$ cat config.mk
export PLATFORM = sky130hd
export DESIGN_NAME = nrzi_decode_ap
export DESIGN_NICKNAME = d
export VERILOG_FILES = /design/src/rtl/nrzi_decode_ap.sv
export SDC_FILE = /design/constraint.sdc
export NUM_CORES = 1
export LEC_CHECK = 0
export ABC_AREA = 1
export CAP_MARGIN = 20
export CORE_MARGIN = 2
export CORE_UTILIZATION = 38
export DETAILED_ROUTE_END_ITERATION = 8
export GPL_TIMING_DRIVEN = 0
export HOLD_SLACK_MARGIN = 0.02
export PLACE_DENSITY = 0.74
export SLEW_MARGIN = 10
export SYNTH_ARGS = -nofsm -noshare
export SYNTH_HDL_FRONTEND = slang
export SYNTH_SLANG_ARGS = --single-unit
$ cat constraint.sdc
create_clock -name gclk -period 1.42 [get_ports gclk]
set_clock_uncertainty 0.15 [all_clocks]
set_input_delay 0.213 -clock gclk [delete_from_list [all_inputs] [get_ports gclk]]
set_output_delay 0.213 -clock gclk [all_outputs]
set_load 0.02 [all_outputs]
$ cat src/rtl/nrzi_decode_ap.sv
// nrzi_decode_ap: NRZI line decoder with bit-unstuffing, stuff-error detection and phase-flag alignment
module nrzi_decode_ap (
  input  logic gclk,
  input  logic reset_l,
  input  logic start_rxd,
  input  logic rx_data_in,
  input  logic idle_or_sync,
  input  logic pid,
  input  logic dev_address,
  input  logic end_point_address,
  input  logic crc5,
  input  logic frame_number,
  input  logic data_crc_eop,
  input  logic eop,
  input  logic error,
  output logic rx_data_out,
  output logic rx_data_valid,
  output logic idle_or_sync_n,
  output logic pid_n,
  output logic dev_address_n,
  output logic end_point_address_n,
  output logic crc5_n,
  output logic frame_number_n,
  output logic data_crc_eop_n,
  output logic eop_n,
  output logic error_n
);
  logic       prev_bit, stuff_err, decoded, stuffed, stuff_err_nxt;
  logic [2:0] ones_cnt, ones_nxt;
  always_comb begin
    decoded       = rx_data_in == prev_bit;
    stuffed       = ones_cnt == 3'd6;
    stuff_err_nxt = start_rxd & (stuff_err | (stuffed & decoded));
    ones_nxt      = (!start_rxd || eop || stuffed || !decoded) ? 3'd0 : ones_cnt + 3'd1;
  end
  // error_n uses the next stuff_err so the error lines up with the dropped stuffed bit
  always_ff @(posedge gclk or negedge reset_l) begin
    if (!reset_l) begin
      prev_bit            <= 1'b1;
      ones_cnt            <= 3'd0;
      stuff_err           <= 1'b0;
      rx_data_out         <= 1'b0;
      rx_data_valid       <= 1'b0;
      idle_or_sync_n      <= 1'b0;
      pid_n               <= 1'b0;
      dev_address_n       <= 1'b0;
      end_point_address_n <= 1'b0;
      crc5_n              <= 1'b0;
      frame_number_n      <= 1'b0;
      data_crc_eop_n      <= 1'b0;
      eop_n               <= 1'b0;
      error_n             <= 1'b0;
    end else begin
      prev_bit            <= start_rxd ? rx_data_in : 1'b1;
      ones_cnt            <= ones_nxt;
      stuff_err           <= stuff_err_nxt;
      rx_data_valid       <= start_rxd & ~stuffed;
      if (start_rxd && !stuffed) rx_data_out <= decoded;
      idle_or_sync_n      <= idle_or_sync;
      pid_n               <= pid;
      dev_address_n       <= dev_address;
      end_point_address_n <= end_point_address;
      crc5_n              <= crc5;
      frame_number_n      <= frame_number;
      data_crc_eop_n      <= data_crc_eop;
      eop_n               <= eop;
      error_n             <= error | stuff_err_nxt;
    end
  end
endmodule

==> impl_table.tex <==
\begin{tabular}{lr}
\hline
Metric & Value \\
\hline
\multicolumn{2}{l}{\textbf{Floorplanning}} \\
I/O Pins & 24 \\
Starting utilization of the core area & 41.3\% \\
Core footprint & 1320 um2 \\
Row cnt & 13 \\
Width of the chip & 41.8 um \\
Die outline area & 1750 um2 \\
Chip Height & around 42 um \\
\multicolumn{2}{l}{\textbf{Worst setup path}} \\
Critical-path cell list & dlygate4sd2\_1 \\
Worst flop-to-flop path endpoint & ones\_cnt[0]\$\_DFF\_PN0\_ \\
Number of logic stages on the critical path including buffering & 1 \\
Worst EP arrival & 970 ps \\
Startpoint class of the critical path & flop \\
Largest fanout on the critical path & 2 \\
CP delay by family, top & flip-flops \\
Slowest stage cell, crit path & sky130\_fd\_sc\_hd\_\_dfrtp\_1 \\
Critical path destination & rx\_data\_out \\
CP startpoint & rx\_data\_out\$\_DFFE\_PN0P\_ \\
Crit end category & primary output \\
Register-to-register path setup slack & roughly 160 ps \\
Buffer and inverter count on the worst path & 1 \\
Critical path data required time & 1060 ps \\
Launch point of the worst reg-to-reg path & ones\_cnt[0]\$\_DFF\_PN0\_ \\
Largest stage delay on the critical path & 380 ps \\
Cells on worst reg2reg path & 7 \\
CP Class & reg2out \\
\multicolumn{2}{l}{\textbf{Synth}} \\
Most area-consuming cells after synthesis & sky130\_fd\_sc\_hd\_\_dfrtp\_1 69\%, sky130\_fd\_sc\_hd\_\_nand2\_1 6.9\%, sky130\_fd\_sc\_hd\_\_dfstp\_2 4.8\%, sky130\_fd\_sc\_hd\_\_inv\_1 4.8\%, sky130\_fd\_sc\_hd\_\_ha\_1 4.6\% \\
Cell area after technology mapping & 544 um2 \\
Synthesized Nets & 60 \\
Top-area cell type share of the netlist area & 69.0\% \\
Netlist cell types & 12 \\
Synthesized instance count & 45 \\
Flip-flop and latch count after synthesis & 16 \\
Cell type with the largest total area after synthesis & sky130\_fd\_sc\_hd\_\_dfrtp\_1 \\
YS warnings & 0 \\
Post-Synthesis Mean Instance Area & approximately 12 um2 \\
Portion of the post-synthesis area used by sequential elements & approximately 74\% \\
\multicolumn{2}{l}{\textbf{GRT}} \\
GRT Overall Usage & 11.3\% \\
Global-route wire length before repair & about 1400 um \\
Pin count of the biggest net entering global routing & 17 \\
Overflow after GRT & 0 \\
Vias in the first global route & 344 \\
Initial antenna violation count & 0 \\
\multicolumn{2}{l}{\textbf{Routing}} \\
Residual DRC count & 0 \\
DR vias & $\sim$370 \\
Drt first-iter violations & 6 \\
Router iterations before antenna repair & 3 \\
Detail-routed via count per cell & 4.26 \\
Sum of routed wire length over all layers & 865 um \\
Antenna viol nets, final & 0 \\
Wire length per cell & between 9 and 10 um \\
\multicolumn{2}{l}{\textbf{Placement}} \\
Inst Count DP & 83 \\
Total of buffers placed on input and output ports & 23 \\
Placed cell areas & 793 um2 \\
Last weighted congestion value of the routability-driven placer & around 0.64 \\
HPWL Detailed & 650 um \\
\multicolumn{2}{l}{\textbf{STA}} \\
Setup violators final & 0 \\
Aggregate negative setup slack & 0 ps \\
Final hold violation count & 0 \\
Final max-slew violation count & 0 \\
Post-layout minimum cycle time & 1340 ps \\
Unrepaired setup endpoints after global routing & no \\
Max-slew headroom at the worst pin & 55.3\% \\
Worst Tran Pin Value & 668 ps \\
Maximum operating frequency & roughly 750 MHz \\
Tcrit/Tclk final & 94.0\% \\
\multicolumn{2}{l}{\textbf{Outcome}} \\
Run status & completed \\
\multicolumn{2}{l}{\textbf{CTS}} \\
CTS tree & built \\
Post-CTS setup buffers & 0 \\
Master cell of the clock root buffer & sky130\_fd\_sc\_hd\_\_clkbuf\_4 \\
Number of buffers on the longest clock path & 2 \\
Sink Count & 16 \\
Number of buffers created by CTS & 3 \\
Clock edge transition at the registers on the reported setup and hold paths & 90 ps \\
Clk\_lat worst skew & between 200 and 300 ps \\
Level count of the clock H-tree & 1 \\
Post-cts hold buffer count & 0 \\
\multicolumn{2}{l}{\textbf{Layout}} \\
Post-layout instance count excluding filler cells & 87 \\
Share of post-route cells with drive strength above 1 & around 8.3\% \\
Synth-to-layout area growth & 48.0\% \\
Register containing the most flip-flops in the final layout & ones\_cnt \\
Final instance area & between 800 and 900 um2 \\
Number of antenna diodes & 0 \\
Leading cell type in the layout, fill and taps excluded & sky130\_fd\_sc\_hd\_\_dfrtp\_1 \\
Commonest non-fill, non-tap cells in the layout & 15 x sky130\_fd\_sc\_hd\_\_dfrtp\_1, 12 x sky130\_fd\_sc\_hd\_\_clkdlybuf4s50\_1, 11 x sky130\_fd\_sc\_hd\_\_dlygate4sd2\_1 \\
Flip-flop count of the largest register, all copies and words added & 3 \\
Number of nets in the layout & 88 \\
\multicolumn{2}{l}{\textbf{Run}} \\
Max-cap check violation count & 0 \\
\multicolumn{2}{l}{\textbf{Power}} \\
Largest voltage drop on the vdd net & $\sim$0.72 mV \\
Total Power & about 830 uW \\
Static leakage & 0.417 nW \\
PwrDens & 1020 nW/um2 \\
\multicolumn{2}{l}{\textbf{Min path}} \\
Hold Crit Class & in2async \\
\hline
\end{tabular}
==> cell type report <==
type / count / area, um2
Fill cell: 104 / 512
Sequential cell: 16 / 402
Timing Repair Buffer: 23 / 216
Multi-Input combinational cell: 21 / 113
Inverter: 8 / 30.0
Clock buffer: 4 / 26.3
Tap cell: 15 / 18.8
==> report_power, final <==
group	switching [mW]	total [mW]	internal, mW
Sequential	0.00599	0.483	0.477
Clock	0.127	0.236	0.109
Combinational	0.0537	0.106	0.0527
Total	0.187	0.826	0.638
==> per-layer routing <==
layer  up-vias  part of all wire [%]  wire [um]  track usage, %
met3         0                   7.3         63            4.78
li1        189                     -          -               -
met5         -                     0          0               0
met1       167                    41        352            12.9
met4         0                     0          0            5.81
met2        15                    52        449            17.8
==> timing repair <==
| item | in CTS | in global routing |
|---|---|---|
| resized for setup | 11 | 0 |
| endpoints found under the hold margin | 0 | 0 |
| endpoints found under the setup margin | 11 | 0 |
==> worst min-delay path by stage <==
stage / from / end / slack [ps] / depth (start not counted)
2_1_floorplan: reset_l / crc5_n$_DFF_PN0_ / -230 / 0
3_3_place_gp: ones_cnt[0]$_DFF_PN0_ / ones_cnt[0]$_DFF_PN0_ / 300 / 1
3_5_place_dp: ones_cnt[0]$_DFF_PN0_ / ones_cnt[0]$_DFF_PN0_ / 310 / 1
4_1_cts: reset_l / ones_cnt[2]$_DFF_PN0_ / 190 / 1
5_1_grt: pid / pid_n$_DFF_PN0_ / 200 / 1
6_report: reset_l / data_crc_eop_n$_DFF_PN0_ / 190 / 1
==> kinds of logic (layout without fill, tap and decap cells) <==
logic type,count (synthesis),count (layout),share of synthesized area (%)
simple gates,17,17,13.6
flops,16,16,73.8
buf+inv,8,35,5.52
fa+ha+maj,2,2,4.60
compound gates,1,1,0.919
xor+xnor,1,1,1.61
==> Yosys cell counts <==
cell type,number
sky130_fd_sc_hd__dfrtp_1,15
sky130_fd_sc_hd__and2_1,1
sky130_fd_sc_hd__nand3_1,1
sky130_fd_sc_hd__dfstp_2,1
sky130_fd_sc_hd__o21ai_0,1
sky130_fd_sc_hd__inv_1,7
sky130_fd_sc_hd__xnor2_1,1
sky130_fd_sc_hd__inv_2,1
sky130_fd_sc_hd__nor2_1,4
sky130_fd_sc_hd__nor3_2,1
sky130_fd_sc_hd__nand2_1,10
sky130_fd_sc_hd__ha_1,2
==> metrics by stage <==
stage	utilization, %	setup WS [ps]	hold slack [ps]
finish	61.2	84.5	187
global route	61.2	35.1	198
CTS	61.2	68.3	195
detailed placement	60.2	25.4	309
global placement	60.2	43.0	297
floorplan	-	270	-233
(Power assumes the default switching activity.)
